===== src/rtl/mc_control_pkg.sv =====
// Shared definitions for the multicycle controller and its datapath:
// FSM state encodings, opcode constants, PC source select codes and the decoded control bundle.
package mc_control_pkg;

    typedef enum logic [2:0] {
        ST_FETCH  = 3'd0,
        ST_DECODE = 3'd1,
        ST_EXEC   = 3'd2,
        ST_MEM    = 3'd3,
        ST_WB     = 3'd4
    } state_t;

    localparam logic [5:0] OP_RTYPE = 6'b000000;
    localparam logic [5:0] OP_LW    = 6'b100011;
    localparam logic [5:0] OP_SW    = 6'b101011;
    localparam logic [5:0] OP_BEQ   = 6'b000100;
    localparam logic [5:0] OP_J     = 6'b000010;
    localparam logic [5:0] OP_JAL   = 6'b000011;
    localparam logic [5:0] OP_ORI   = 6'b001101;
    localparam logic [5:0] OP_LUI   = 6'b001111;

    localparam logic [1:0] PC_SRC_PC4    = 2'b00;
    localparam logic [1:0] PC_SRC_BRANCH = 2'b01;
    localparam logic [1:0] PC_SRC_JUMP   = 2'b10;

    localparam logic [1:0] ALUOP_ADD  = 2'b00;
    localparam logic [1:0] ALUOP_SUB  = 2'b01;
    localparam logic [1:0] ALUOP_FUNC = 2'b10;

    typedef enum logic [3:0] {
        CLS_NONE = 4'd0,
        CLS_R    = 4'd1,
        CLS_LW   = 4'd2,
        CLS_SW   = 4'd3,
        CLS_BEQ  = 4'd4,
        CLS_J    = 4'd5,
        CLS_JAL  = 4'd6,
        CLS_ORI  = 4'd7,
        CLS_LUI  = 4'd8
    } op_class_t;

    typedef struct packed {
        op_class_t  op_class;
        logic [1:0] aluop;
        logic       branch;
        logic       alusrc;
        logic       regdst;
        logic       jump;
        logic       link;
        logic       immediate_or;
        logic       immediate_load_upper;
    } ctrl_t;

    localparam ctrl_t CTRL_NONE = ctrl_t'('0);

endpackage


===== src/rtl/mc_decode.sv =====
// Combinational opcode decoder: maps instruction[31:26] to the control bundle
// and flags opcodes this controller does not implement.
module mc_decode
    import mc_control_pkg::*;
(
    input  logic [5:0] opcode,
    output ctrl_t      ctrl,
    output logic       illegal
);

    // Opcode to control bundle; every field not listed for an opcode stays 0.
    always_comb begin
        ctrl    = CTRL_NONE;
        illegal = 1'b0;
        case (opcode)
            OP_RTYPE: begin
                ctrl.op_class = CLS_R;
                ctrl.aluop    = ALUOP_FUNC;
                ctrl.regdst   = 1'b1;
            end
            OP_LW: begin
                ctrl.op_class = CLS_LW;
                ctrl.alusrc   = 1'b1;
            end
            OP_SW: begin
                ctrl.op_class = CLS_SW;
                ctrl.alusrc   = 1'b1;
            end
            OP_BEQ: begin
                ctrl.op_class = CLS_BEQ;
                ctrl.aluop    = ALUOP_SUB;
                ctrl.branch   = 1'b1;
            end
            OP_J: begin
                ctrl.op_class = CLS_J;
                ctrl.jump     = 1'b1;
            end
            OP_JAL: begin
                ctrl.op_class = CLS_JAL;
                ctrl.jump     = 1'b1;
                ctrl.link     = 1'b1;
            end
            OP_ORI: begin
                ctrl.op_class     = CLS_ORI;
                ctrl.immediate_or = 1'b1;
                ctrl.alusrc       = 1'b1;
            end
            OP_LUI: begin
                ctrl.op_class             = CLS_LUI;
                ctrl.immediate_load_upper = 1'b1;
                ctrl.alusrc               = 1'b1;
            end
            default: begin
                illegal = 1'b1;
            end
        endcase
    end

endmodule


===== src/rtl/mc_control.sv =====
// Multicycle FETCH/DECODE/EXEC/MEM/WB controller. Strobes are decoded from the
// registered state; decoded control fields are captured on DECODE exit.
module mc_control
    import mc_control_pkg::*;
#(
    parameter int RETIRE_W = 16
) (
    input  logic                clock,
    input  logic                reset_n,
    input  logic                run,
    input  logic [5:0]          opcode,
    input  logic                instr_ack,
    input  logic                data_ack,
    input  logic                do_branch,
    input  logic                do_jump,
    output logic                instr_req,
    output logic                ir_write,
    output logic                data_req,
    output logic                data_we,
    output logic                pc_write,
    output logic [1:0]          pc_src,
    output logic                reg_write,
    output logic                mem_to_reg,
    output logic [1:0]          aluop,
    output logic                branch,
    output logic                alusrc,
    output logic                regdst,
    output logic                jump,
    output logic                link,
    output logic                immediate_or,
    output logic                immediate_load_upper,
    output logic                illegal,
    output logic [2:0]          state,
    output logic [RETIRE_W-1:0] retired
);

    state_t                state_r;
    state_t                state_s;
    ctrl_t                 ctrl_r;
    ctrl_t                 dec_ctrl_s;
    logic                  dec_illegal_s;
    logic                  armed_r;
    logic                  req_hold_r;
    logic                  retire_s;
    logic [RETIRE_W-1:0]   retired_r;

    mc_decode u_decode (
        .opcode  (opcode),
        .ctrl    (dec_ctrl_s),
        .illegal (dec_illegal_s)
    );

    // Next-state and strobe generation for the instruction sequence.
    always_comb begin
        state_s    = state_r;
        instr_req  = 1'b0;
        ir_write   = 1'b0;
        data_req   = 1'b0;
        data_we    = 1'b0;
        pc_write   = 1'b0;
        pc_src     = PC_SRC_PC4;
        reg_write  = 1'b0;
        mem_to_reg = 1'b0;
        illegal    = 1'b0;
        retire_s   = 1'b0;
        case (state_r)
            ST_FETCH: begin
                // armed_r keeps the request low until the first edge after reset release.
                instr_req = armed_r & (run | req_hold_r);
                if (instr_req && instr_ack) begin
                    ir_write = 1'b1;
                    state_s  = ST_DECODE;
                end else begin
                    state_s  = ST_FETCH;
                end
            end
            ST_DECODE: begin
                if (dec_illegal_s) begin
                    illegal  = 1'b1;
                    pc_write = 1'b1;
                    state_s  = ST_FETCH;
                end else begin
                    state_s  = ST_EXEC;
                end
            end
            ST_EXEC: begin
                case (ctrl_r.op_class)
                    CLS_BEQ: begin
                        pc_write = 1'b1;
                        pc_src   = do_branch ? PC_SRC_BRANCH : PC_SRC_PC4;
                        retire_s = 1'b1;
                        state_s  = ST_FETCH;
                    end
                    CLS_J: begin
                        pc_write = 1'b1;
                        pc_src   = do_jump ? PC_SRC_JUMP : PC_SRC_PC4;
                        retire_s = 1'b1;
                        state_s  = ST_FETCH;
                    end
                    CLS_JAL: begin
                        pc_write  = 1'b1;
                        pc_src    = do_jump ? PC_SRC_JUMP : PC_SRC_PC4;
                        reg_write = 1'b1;
                        retire_s  = 1'b1;
                        state_s   = ST_FETCH;
                    end
                    CLS_LW, CLS_SW: begin
                        state_s = ST_MEM;
                    end
                    default: begin
                        state_s = ST_WB;
                    end
                endcase
            end
            ST_MEM: begin
                data_req = 1'b1;
                data_we  = (ctrl_r.op_class == CLS_SW);
                if (data_ack) begin
                    if (ctrl_r.op_class == CLS_SW) begin
                        pc_write = 1'b1;
                        retire_s = 1'b1;
                        state_s  = ST_FETCH;
                    end else begin
                        state_s  = ST_WB;
                    end
                end else begin
                    state_s = ST_MEM;
                end
            end
            ST_WB: begin
                reg_write  = 1'b1;
                mem_to_reg = (ctrl_r.op_class == CLS_LW);
                pc_write   = 1'b1;
                retire_s   = 1'b1;
                state_s    = ST_FETCH;
            end
            default: begin
                state_s = ST_FETCH;
            end
        endcase
    end

    // State, request hold, decoded-control capture and retirement counter.
    always_ff @(posedge clock or negedge reset_n) begin
        if (!reset_n) begin
            state_r    <= ST_FETCH;
            ctrl_r     <= CTRL_NONE;
            armed_r    <= 1'b0;
            req_hold_r <= 1'b0;
            retired_r  <= {RETIRE_W{1'b0}};
        end else begin
            state_r    <= state_s;
            armed_r    <= 1'b1;
            req_hold_r <= instr_req & ~instr_ack;
            if (state_r == ST_DECODE) begin
                ctrl_r <= dec_ctrl_s;
            end else begin
                ctrl_r <= ctrl_r;
            end
            if (retire_s) begin
                retired_r <= retired_r + {{(RETIRE_W-1){1'b0}}, 1'b1};
            end else begin
                retired_r <= retired_r;
            end
        end
    end

    assign state                = state_r;
    assign retired              = retired_r;
    assign aluop                = ctrl_r.aluop;
    assign branch               = ctrl_r.branch;
    assign alusrc               = ctrl_r.alusrc;
    assign regdst               = ctrl_r.regdst;
    assign jump                 = ctrl_r.jump;
    assign link                 = ctrl_r.link;
    assign immediate_or         = ctrl_r.immediate_or;
    assign immediate_load_upper = ctrl_r.immediate_load_upper;

endmodule

===== config.mk =====
export PLATFORM = sky130hd
export DESIGN_NAME = mc_control
export DESIGN_NICKNAME = d
export VERILOG_FILES = /design/src/rtl/mc_control_pkg.sv /design/src/rtl/mc_decode.sv /design/src/rtl/mc_control.sv
export SDC_FILE = /design/constraint.sdc
export NUM_CORES = 1
export LEC_CHECK = 0
export ABC_AREA = 0
export CORE_MARGIN = 2
export CORE_UTILIZATION = 52
export CTS_CLUSTER_DIAMETER = 50
export DETAILED_ROUTE_END_ITERATION = 6
export GPL_ROUTABILITY_DRIVEN = 0
export GPL_TIMING_DRIVEN = 0
export HOLD_SLACK_MARGIN = 0.05
export PLACE_DENSITY = 0.82
export SYNTH_ARGS = -nofsm -noshare
export SYNTH_HDL_FRONTEND = slang
export SYNTH_SLANG_ARGS = --single-unit

===== constraint.sdc =====
create_clock -name clock -period 3.5 [get_ports clock]
set_input_delay 1.05 -clock clock [delete_from_list [all_inputs] [get_ports clock]]
set_output_delay 1.05 -clock clock [all_outputs]
set_load 0.02 [all_outputs]

==> results of run 1 <==
routing by layer:
metal / track usage [%] / vias to the layer above / part of all wire (%)
li1: - / 770 / -
met1: 29.6 / 754 / 43
met2: 36.2 / 58 / 49
met3: 7.22 / 5 / 6.6
met4: 8.15 / 0 / 1.3
met5: 0 / - / 0
how the worst max path moves through the flow:
| stage | start | cells past startpoint | slack (ns) | endpoint |
|---|---|---|---|---|
| floorplan | opcode[3] | 5 | 0.38 | pc_write |
| global placement | data_ack | 7 | -0.57 | pc_write |
| detailed placement | data_ack | 7 | -0.59 | pc_write |
| CTS | opcode[5] | 6 | 0.004 | pc_write |
| global route | opcode[5] | 6 | -0.03 | pc_write |
| finish | opcode[5] | 6 | 0.04 | pc_write |
what timing repair did:
item                                    4_1_cts  5_1_grt
pin swaps                                     3        2
setup buffers                                 4        0
gates resized for setup                      17        5
endpoints found under the hold margin         0        0
endpoints found under the setup margin        3        3
final cells by class:
type	count	area share [%]
Sequential cell	33	33.0
Inverter	5	0.751
Tap cell	46	2.30
Clock inverter	1	0.300
Timing Repair Buffer	51	19.7
Buffer	13	3.10
Clock buffer	6	2.05
Multi-Input combinational cell	128	38.8
kinds of logic (layout without fill, tap and decap cells):
kind of cell             after synthesis  in the layout  synth area share (%)
AO/OA/AOI/OAI                         44             44                  21.5
XOR/XNOR                              17             17                  7.93
adder cells (fa/ha/maj)                1              1                 0.667
buffers and inverters                 18             76                  4.73
flip-flops                            33             33                  44.0
multiplexers                           2              2                  1.13
other                                  1              1                 0.200
AND/OR/NAND/NOR                       63             63                  19.9
cells in the mapped netlist, types with 3 or more instances:
cell type,n,area share (%)
nand3_1,6,1.6
a211oi_1,4,1.6
o31ai_1,3,1.2
xnor2_1,3,1.4
inv_1,5,1.0
nand2_1,21,4.2
a2111oi_2,5,4.0
nand2b_1,3,1.0
dfrtp_1,33,44
a21o_1,4,1.6
a21oi_1,6,1.6
buf_4,3,1.2
xor2_1,14,6.5
nand4_1,4,1.3
clkbuf_1,7,1.4
nor2b_1,4,1.3
o41ai_1,3,1.4
nor2_1,9,1.8
stage by stage:
step | power, mW | hold slack (ns) | setup TNS, ns
final | 0.898 | 0.483 | 0
after global placement | 0.672 | 0.458 | -1.07
after floorplan | 0.575 | 0.451 | 0
after global routing | 0.959 | 0.511 | -0.0420
after CTS | 0.906 | 0.480 | 0
after detailed placement | 0.677 | 0.463 | -1.12
sequential cells by signal (all words and copies together) (netlist names):
name and cells:
regdst 1, req_hold_r 1, immediate_load_upper 1, jump 1, armed_r 1, state 3
link 1, ctrl_r 4, alusrc 1, branch 1, retired 16, immediate_or 1
aluop 1
critical path: cells and delay by family:
kind	cells	cell delay, ns
buf+inv	3	0.78
compound gates	3	0.57
cell usage in the layout (no fill, tap or decap), types with 3 or more instances in the layout:
cell type	instances
clkbuf_4	5
a21oi_1	5
a211oi_1	4
clkdlybuf4s50_1	39
clkbuf_1	6
buf_2	3
nand2b_1	3
dlygate4sd2_1	3
o31ai_1	3
a2111oi_2	5
buf_4	10
xor2_1	14
nand2_1	20
nor2_1	9
nand3_1	6
nand4_1	4
dfrtp_1	33
o41ai_1	3
xnor2_1	3
a21o_1	4
nor2b_1	4
inv_1	5
power by group:
part / switching (mW) / internal [mW]
sequential: 0.0372 / 0.409
combinational: 0.123 / 0.0993
clock: 0.135 / 0.0940
total: 0.295 / 0.603
==> qor_table.md, run 1 <==
| Metric | Reported | Unit |
| --- | --- | --- |
| Highest attainable clock frequency | 289 | MHz |
| Antenna diodes | 0 | - |
| Synthesized net count | 193 | - |
| Core region area | 0.00339 | mm2 |
| Count of final setup violators | 0 | - |
| Actual transition at the worst max-transition pin | 0.744 | ns |
| Hpwl dp | 3060 | um |
| Chip height | 64.1 | um |
| Total count of hold-check failures in the final report | 0 | - |
| Startpoint types | input pin | - |
| Min-Delay Path Depth | 1 | - |
| Flop and latch count out of synthesis | 33 | - |
| Worst-path cell with the longest stage delay | clkdlybuf4s50_1 | - |
| Iteration count of the initial detailed-routing pass | 4 | - |
| Global router's overall resource usage | 22.9 | % |
| Maximum cell stage delay along the critical path | 0.43 | ns |
| Final worst-path cycle share | 98.9 | % |
| Antenna violations before repair | 0 | - |
| Effective utilization at floorplan | 55.4 | % |
| GRT Residual Overflow | 0 | - |
| EDFF count, synth | 0 | - |
| Die width | 64.1 | um |
| FF-to-FF setup slack | 1.60 | ns |
| Number of H-tree levels | 2 | - |
| Data required time of the worst path | 2.45 | ns |
| Min-Delay Endpoint | retired[15] | - |
| Type of the most critical hold path | register to register | - |
| Buffers added on ports | 47 | - |
| Area occupied by registers | 826 | um2 |
| Cells traversed along the worst timing path | clkdlybuf4s50_1 > buf_4 > a211o_1 > a21oi_2 > o21bai_1 > buf_4 | - |
| Multi-input gate area | 968 | um2 |
| Worst Skew | 0.0150 | ns |
| Residual DRC count | 0 | - |
| Share of synthesized flip-flops with an asynchronous set or reset | 100 | % |
| Critical Path AT | 2.41 | ns |
| Count of routing violations after the opening detailed-route iteration | 148 | - |
| Synthesized instance count | 179 | - |
| CTS Buf Count | 5 | - |
| Unrepaired setup endpoints after global routing | true | - |
| Total vias in the final route | 1587 | - |
| Netlist cell types | 52 | - |
| Number of warnings printed during yosys synthesis | 0 | - |
| Antenna-violating nets left | 0 | - |
| Area of the die | 0.00411 | mm2 |
| CTS Hold Bufs | 0 | - |
| Post-DP Area | 0.00240 | mm2 |
| Worst slack at placement | -0.592 | ns |
| Critical path's most frequent cell | buf_4 | - |
| Vias per cell | 5.61 | - |
| Post-layout worst setup margin | 0.0378 | ns |
| Run status | finished clean | - |
| Worst reg2reg path depth | 7 | - |
| Sink count of the clock tree | 33 | - |
| Endpoint of the worst register-to-register path | retired[15] | - |
| Cell Count Post-Placement | 272 | - |
| Proportion of layout cells with a drive suffix above 1 | 14.8 | % |
| CTS clk-pin slew, worst paths | 0.11 | ns |
| Avg Inst Size Synth | 10.5 | um2 |
| Synthesized cell area | 0.00188 | mm2 |
| Final Core Density | 73.7 | % |
| Via count of the first global-routing pass | 1552 | - |
| Path type of the worst setup path | input pin to primary output | - |
| Filler Cell Count | 236 | - |
| Number of nets in the final layout | 251 | - |
| Endpoint type of the worst setup path | primary output | - |
| Max-cap viol count | 0 | - |
| Post-synthesis to final-layout area growth | 33.1 | % |
| Pin count of the biggest net entering global routing | 34 | - |
| Critical Path Fanout Max | 10 | - |
| Critical register-to-register path startpoint | ctrl_r[10] | - |
| Final Slew Violations | 0 | - |
| Worst hold path startpoint | retired[15] | - |
| Largest vdd supply drop | 0.322 | mV |
| CTS root buf | clkbuf_4 | - |
| Sequential share of the synthesized area | 44.0 | % |
| Cell area power density | 359 | mW/mm2 |
| Post-Layout Inst Area | 0.00250 | mm2 |
| Num ports | 51 | - |
| Primary FF master, synth | dfrtp_1 | - |
| Latest clock arrival within the worst-skew pair | 0.35 | ns |
| Non-filler instance count after layout | 283 | - |
| Relative slew margins | 50.4 | % |
| Static leakage | 1.01 | nW |
| Site row count | 21 | - |
| WL final | 4300 | um |
| Wire length of the first global-routing pass | 7160 | um |
| TritonCTS clock tree | built | - |
| Maximum count of clock buffers along a single path | 2 | - |
| Wire per inst | 15.2 | um |
| Final critical delay including setup and external delays | 3.46 | ns |
(Power assumes the default switching activity.)
==> inputs of run 2 (changes only) <==
--- a/config.mk
+++ b/config.mk
@@ -7,13 +7,13 @@
 export LEC_CHECK = 0
 export ABC_AREA = 0
 export CORE_MARGIN = 2
-export CORE_UTILIZATION = 52
+export CORE_UTILIZATION = 50
 export CTS_CLUSTER_DIAMETER = 50
 export DETAILED_ROUTE_END_ITERATION = 6
 export GPL_ROUTABILITY_DRIVEN = 0
 export GPL_TIMING_DRIVEN = 0
 export HOLD_SLACK_MARGIN = 0.05
-export PLACE_DENSITY = 0.82
+export PLACE_DENSITY = 0.79
 export SYNTH_ARGS = -nofsm -noshare
 export SYNTH_HDL_FRONTEND = slang
 export SYNTH_SLANG_ARGS = --single-unit
==> run 2 against run 1 <==
Clock power increased by 28%. Cell count unchanged. Critical path depth unchanged. Total power increased by 7.7%. First-iteration DRC count decreased by 56%. Die area increased by 3.7%. Worst setup slack got worse by 0.011 ns. Critical endpoint unchanged. Largest power group unchanged.
==> qor_table.md, run 2 (synthesized netlist as in run 1, its figures left out) <==
| Metric | Reported | Unit | Change |
| --- | --- | --- | --- |
| Wire length of the first global-routing pass | 7220 | um | was 7160 um |
| CTS Buf Count | 5 | - | unchanged |
| WL final | 4410 | um | was 4300 um |
| Post-layout total power | 967 | uW | was 898 uW |
| Most common library cell in the layout ignoring fill and taps | clkdlybuf4s50_1 | - | unchanged |
| Hpwl dp | 3110 | um | was 3060 um |
| Path type of the worst setup path | input pin to primary output | - | unchanged |
| Maximum count of clock buffers along a single path | 2 | - | unchanged |
| Vias per cell | 5.56 | - | was 5.61 |
| Largest vdd supply drop | 0.321 | mV | was 0.322 mV |
| Data required time of the worst path | 2.45 | ns | about the same |
| GRT Residual Overflow | 0 | - | unchanged |
| Count of final setup violators | 0 | - | unchanged |
| Max FFs per register | 16 | - | unchanged |
| Highest attainable clock frequency | 288 | MHz | was 289 MHz |
| TritonCTS clock tree | built | - | unchanged |
| Worst slack at placement | -0.594 | ns | was -0.592 ns |
| Antenna-violating nets left | 0 | - | unchanged |
| Sink count of the clock tree | 33 | - | unchanged |
| Critical Path Fanout Max | 10 | - | unchanged |
| Final critical delay including setup and external delays | 3.47 | ns | was 3.46 ns |
| Setup total negative slack | 0 | ns | unchanged |
| Iteration count of the initial detailed-routing pass | 4 | - | unchanged |
| Critical Path AT | 2.42 | ns | was 2.41 ns |
| Pin count of the biggest net entering global routing | 34 | - | unchanged |
| CTS Hold Bufs | 0 | - | unchanged |
| Post-DP Area | 0.00240 | mm2 | about the same |
| Count of routing violations after the opening detailed-route iteration | 65 | - | was 148 |
| Type of the most critical hold path | register to register | - | unchanged |
| Worst Skew | 0.00633 | ns | was 0.0150 ns |
| Endpoint type of the worst setup path | primary output | - | unchanged |
| Die width | 65.3 | um | was 64.1 um |
| Post-synthesis to final-layout area growth | 34.2 | % | was 33.1% |
| Relative slew margins | 51.6 | % | was 50.4% |
| Cell area power density | 384 | mW/mm2 | was 359 mW/mm2 |
| Run status | finished clean | - | unchanged |
| Unrepaired setup endpoints after global routing | true | - | unchanged |
| Site row count | 22 | - | was 21 |
| CTS root buf | clkbuf_8 | - | was clkbuf_4 |
| Global router's overall resource usage | 21.9 | % | was 22.9% |
| Wire per inst | 15.6 | um | was 15.2 um |
| Max-cap viol count | 0 | - | unchanged |
| Final worst-path cycle share | 99.2 | % | was 98.9% |
| Area of the die | 0.00426 | mm2 | was 0.00411 mm2 |
| Final Hold Slack | 0.478 | ns | was 0.483 ns |
| Number of nets in the final layout | 249 | - | was 251 |
| Num ports | 51 | - | unchanged |
| Antenna diodes | 0 | - | unchanged |
| Residual DRC count | 0 | - | unchanged |
| Final Slew Violations | 0 | - | unchanged |
| Number of H-tree levels | 2 | - | unchanged |
| Commonest non-fill, non-tap cells in the layout | clkdlybuf4s50_1 (39), dfrtp_1 (33), nand2_1 (20) | - | unchanged |
| Actual transition at the worst max-transition pin | 0.726 | ns | was 0.744 ns |
| Proportion of layout cells with a drive suffix above 1 | 14.0 | % | was 14.8% |
| Total count of hold-check failures in the final report | 0 | - | unchanged |
| Post-Layout Inst Area | 0.00252 | mm2 | was 0.00250 mm2 |
| Chip height | 65.3 | um | was 64.1 um |
| Static leakage | 1.01 | nW | about the same |
| Antenna violations before repair | 0 | - | unchanged |
| Buffers added on ports | 47 | - | unchanged |
| Startpoint types | input pin | - | unchanged |
| Core region area | 0.00363 | mm2 | was 0.00339 mm2 |
| Post-layout worst setup margin | 0.0266 | ns | was 0.0378 ns |
| Effective utilization at floorplan | 51.7 | % | was 55.4% |
| Via count of the first global-routing pass | 1566 | - | was 1552 |
| CTS clk-pin slew, worst paths | 0.07 | ns | was 0.11 ns |
| Total vias in the final route | 1574 | - | was 1587 |
| Latest clock arrival within the worst-skew pair | 0.28 | ns | was 0.35 ns |
run 2: changes by cell type in the layout (fill, tap and decap cells not counted):
cell and change:
clkbuf_8 +5, clkbuf_4 -5, buf_4 -4, buf_6 +1
buf_2 +1
run 2: layer usage:
layer	track usage, %	share of wire (%)	up-vias
met4	7.29	1.5	0
li1	-	-	760
met5	0	0	-
met1	28.8	46	762
met2	36.1	48	44
met3	4.62	4.5	8
run 2: worst paths after layout:
path | start | endpoint | slack [ns] | cells after the start
max in group asynchronous | reset_n | branch | 2.22 | 1
hold / removal | retired[15] | retired[15] | 0.48 | 1
setup reg to reg | state[1] | retired[5] | 1.63 | 5
min in group asynchronous | reset_n | retired[15] | 0.82 | 1
setup / recovery | opcode[5] | pc_write | 0.03 | 6
hold reg to reg | retired[15] | retired[15] | 0.48 | 1
run 2: layout make-up:
class | count | area [um2]
multi-input cells | 128 | 968
inverters | 5 | 18.8
plain buffers | 13 | 81.3
clock inverters | 1 | 7.51
repair buffers | 49 | 474
clock buffers | 6 | 82.6
fillers | 290 | 1110
flip-flops and latches | 33 | 826
well taps | 48 | 60.1
run 2: worst max-delay path, cell delays in order:
cell,delay [ns]
clkdlybuf4s50_1,0.43
buf_6,0.15
a211o_1,0.32
a21oi_2,0.18
o21bai_1,0.11
buf_4,0.17
run 2: stage by stage:
stage / cells / util [%]
global route: 283 / 69.3
floorplan: 179 / -
global placement: 274 / 66.3
detailed placement: 274 / 66.1
finish: 283 / 69.3
CTS: 282 / 68.8
run 2: power breakdown:
part	total [mW]	switching [mW]	internal, mW
combinational	0.223	0.124	0.0989
clock	0.293	0.138	0.155
sequential	0.451	0.0412	0.410
run 2: repair_timing:
item                                    in CTS  in global routing
endpoints found under the setup margin       3                  3
resized for setup                           16                  6
setup buffers                                1                  1
pin swaps                                    0                  4
==> inputs of run 3 (changes only) <==
--- a/config.mk
+++ b/config.mk
@@ -6,7 +6,7 @@
 export NUM_CORES = 1
 export LEC_CHECK = 0
 export ABC_AREA = 0
-export CORE_MARGIN = 2
+export CORE_MARGIN = 1.5
 export CORE_UTILIZATION = 50
 export CTS_CLUSTER_DIAMETER = 50
 export DETAILED_ROUTE_END_ITERATION = 6
==> run 3 against run 2 <==
Combinational power about the same. Global-route usage grew 1.1 points. Non-clock buffer count increased by 3. First-iteration DRC count is 6.2% lower. Core utilization is 1.3 points higher. Largest cell class unchanged. Largest power group unchanged.
==> qor_table.md, run 3 (synthesized netlist as in run 1, its figures left out) <==
| Metric | Reported | Unit | Change |
| --- | --- | --- | --- |
| GRT Residual Overflow | 0 | - | unchanged |
| Global router's overall resource usage | 23.0 | % | was 21.9% |
| Setup total negative slack | 0 | ns | unchanged |
| Number of H-tree levels | 2 | - | unchanged |
| Final Core Density | 70.6 | % | was 69.3% |
| CTS root buf | clkbuf_8 | - | unchanged |
| Max FFs per register | 16 | - | unchanged |
| Total count of hold-check failures in the final report | 0 | - | unchanged |
| TritonCTS clock tree | built | - | unchanged |
| CTS clk-pin slew, worst paths | 0.07 | ns | about the same |
| Path type of the worst setup path | input pin to primary output | - | unchanged |
| Via count of the first global-routing pass | 1529 | - | was 1566 |
| Worst Skew | 0.00963 | ns | was 0.00633 ns |
| Latest clock arrival within the worst-skew pair | 0.29 | ns | was 0.28 ns |
| Final Slew Violations | 0 | - | unchanged |
| Vias per cell | 5.69 | - | was 5.56 |
| Site row count | 22 | - | unchanged |
| Final critical delay including setup and external delays | 3.49 | ns | was 3.47 ns |
| Count of routing violations after the opening detailed-route iteration | 61 | - | was 65 |
| Worst slack at placement | -0.584 | ns | was -0.594 ns |
| Pin count of the biggest net entering global routing | 34 | - | unchanged |
| Chip height | 64.3 | um | was 65.3 um |
| Post-layout worst setup margin | 0.00935 | ns | was 0.0266 ns |
| Residual DRC count | 0 | - | unchanged |
| Num ports | 51 | - | unchanged |
| WL final | 4480 | um | was 4410 um |
| Total vias in the final route | 1632 | - | was 1574 |
| Sink count of the clock tree | 33 | - | unchanged |
| Proportion of layout cells with a drive suffix above 1 | 14.6 | % | was 14.0% |
| Cell Count Post-Placement | 274 | - | unchanged |
| Multi-input gate area | 966 | um2 | was 968 um2 |
| Static leakage | 1.04 | nW | was 1.01 nW |
| Count of final setup violators | 0 | - | unchanged |
| Largest vdd supply drop | 0.386 | mV | was 0.321 mV |
| Post-synthesis to final-layout area growth | 36.7 | % | was 34.2% |
| Highest attainable clock frequency | 286 | MHz | was 288 MHz |
| Relative slew margins | 50.2 | % | was 51.6% |
| Final Hold Slack | 0.481 | ns | was 0.478 ns |
| Actual transition at the worst max-transition pin | 0.747 | ns | was 0.726 ns |
| Antenna-violating nets left | 0 | - | unchanged |
| Maximum count of clock buffers along a single path | 2 | - | unchanged |
| Critical Path AT | 2.44 | ns | was 2.42 ns |
| Filler Cell Count | 275 | - | was 290 |
| Core region area | 0.00363 | mm2 | unchanged |
| Critical Path Fanout Max | 4 | - | was 10 |
| Iteration count of the initial detailed-routing pass | 4 | - | unchanged |
| Hpwl dp | 3000 | um | was 3110 um |
| Max-cap viol count | 0 | - | unchanged |
| Unrepaired setup endpoints after global routing | true | - | unchanged |
| Buffers added on ports | 47 | - | unchanged |
| Most common library cell in the layout ignoring fill and taps | clkdlybuf4s50_1 | - | unchanged |
| Area occupied by registers | 826 | um2 | unchanged |
| Number of nets in the final layout | 252 | - | was 249 |
| Effective utilization at floorplan | 51.7 | % | unchanged |
| Die width | 64.3 | um | was 65.3 um |
| Wire per inst | 15.6 | um | about the same |
| Final worst-path cycle share | 99.7 | % | was 99.2% |
| Commonest non-fill, non-tap cells in the layout | clkdlybuf4s50_1 (39), dfrtp_1 (33), nand2_1 (21) | - | was clkdlybuf4s50_1 (39), dfrtp_1 (33), nand2_1 (20) |
| CTS Buf Count | 5 | - | unchanged |
| Endpoint type of the worst setup path | primary output | - | unchanged |
| CTS Hold Bufs | 0 | - | unchanged |
| Antenna violations before repair | 0 | - | unchanged |
| Antenna diodes | 0 | - | unchanged |
| Wire length of the first global-routing pass | 7380 | um | was 7220 um |
| Non-filler instance count after layout | 287 | - | was 283 |
| Data required time of the worst path | 2.45 | ns | about the same |
| Cell area power density | 407 | mW/mm2 | was 384 mW/mm2 |
| Area of the die | 0.00413 | mm2 | was 0.00426 mm2 |
| Startpoint types | input pin | - | unchanged |
| Type of the most critical hold path | register to register | - | unchanged |
| Run status | finished clean | - | unchanged |
run 3: cell type report:
cell class	count	share of cell area (%)
multi-input combinational	128	37.6
sequential	33	32.2
timing repair buffer	52	19.5
clock buffer	7	3.36
buffer	13	3.12
tap	48	2.34
clock inverter	1	1.17
inverter	5	0.731
run 3: path summary, 6_finish.rpt:
| path | end | slack (ns) | cells past startpoint | from |
|---|---|---|---|---|
| setup / recovery | pc_write | 0.009 | 6 | opcode[5] |
| max in group asynchronous | retired[5] | 2.20 | 1 | reset_n |
| hold reg to reg | retired[15] | 0.48 | 1 | retired[15] |
| min in group asynchronous | retired[13] | 0.82 | 1 | reset_n |
| hold / removal | retired[15] | 0.48 | 1 | retired[15] |
| setup reg to reg | retired[15] | 1.63 | 7 | ctrl_r[10] |
run 3: critical path: stages:
cell	delay [ns]
clkdlybuf4s50_1	0.51
nor2b_1	0.11
a211o_1	0.31
a21oi_2	0.19
o21bai_1	0.09
buf_4	0.17
run 3: what timing repair did:
item                       4_1_cts  5_1_grt
setup endpoints to repair        3        3
resized for setup               17        2
buffers inserted                 3        2
pin swaps                        2        2
run 3: layer usage:
metal / vias up / global-route usage, % / routed length [um]
li1: 760 / - / -
met1: 800 / 32.5 / 2030
met2: 64 / 34.9 / 2150
met3: 8 / 4.93 / 223
met4: 0 / 7.98 / 67
met5: - / 0 / 0
run 3: power breakdown:
group / total, mW / switching (mW) / internal, mW
Clock: 0.373 / 0.141 / 0.232
Sequential: 0.449 / 0.0390 / 0.410
Combinational: 0.223 / 0.123 / 0.0998
run 3: per-stage QoR:
step                cell area, um2  power [mW]
floorplan                     1880       0.575
CTS                           2550        1.05
global route                  2570        1.09
finish                        2570        1.04
detailed placement            2400       0.676
global placement              2410       0.672
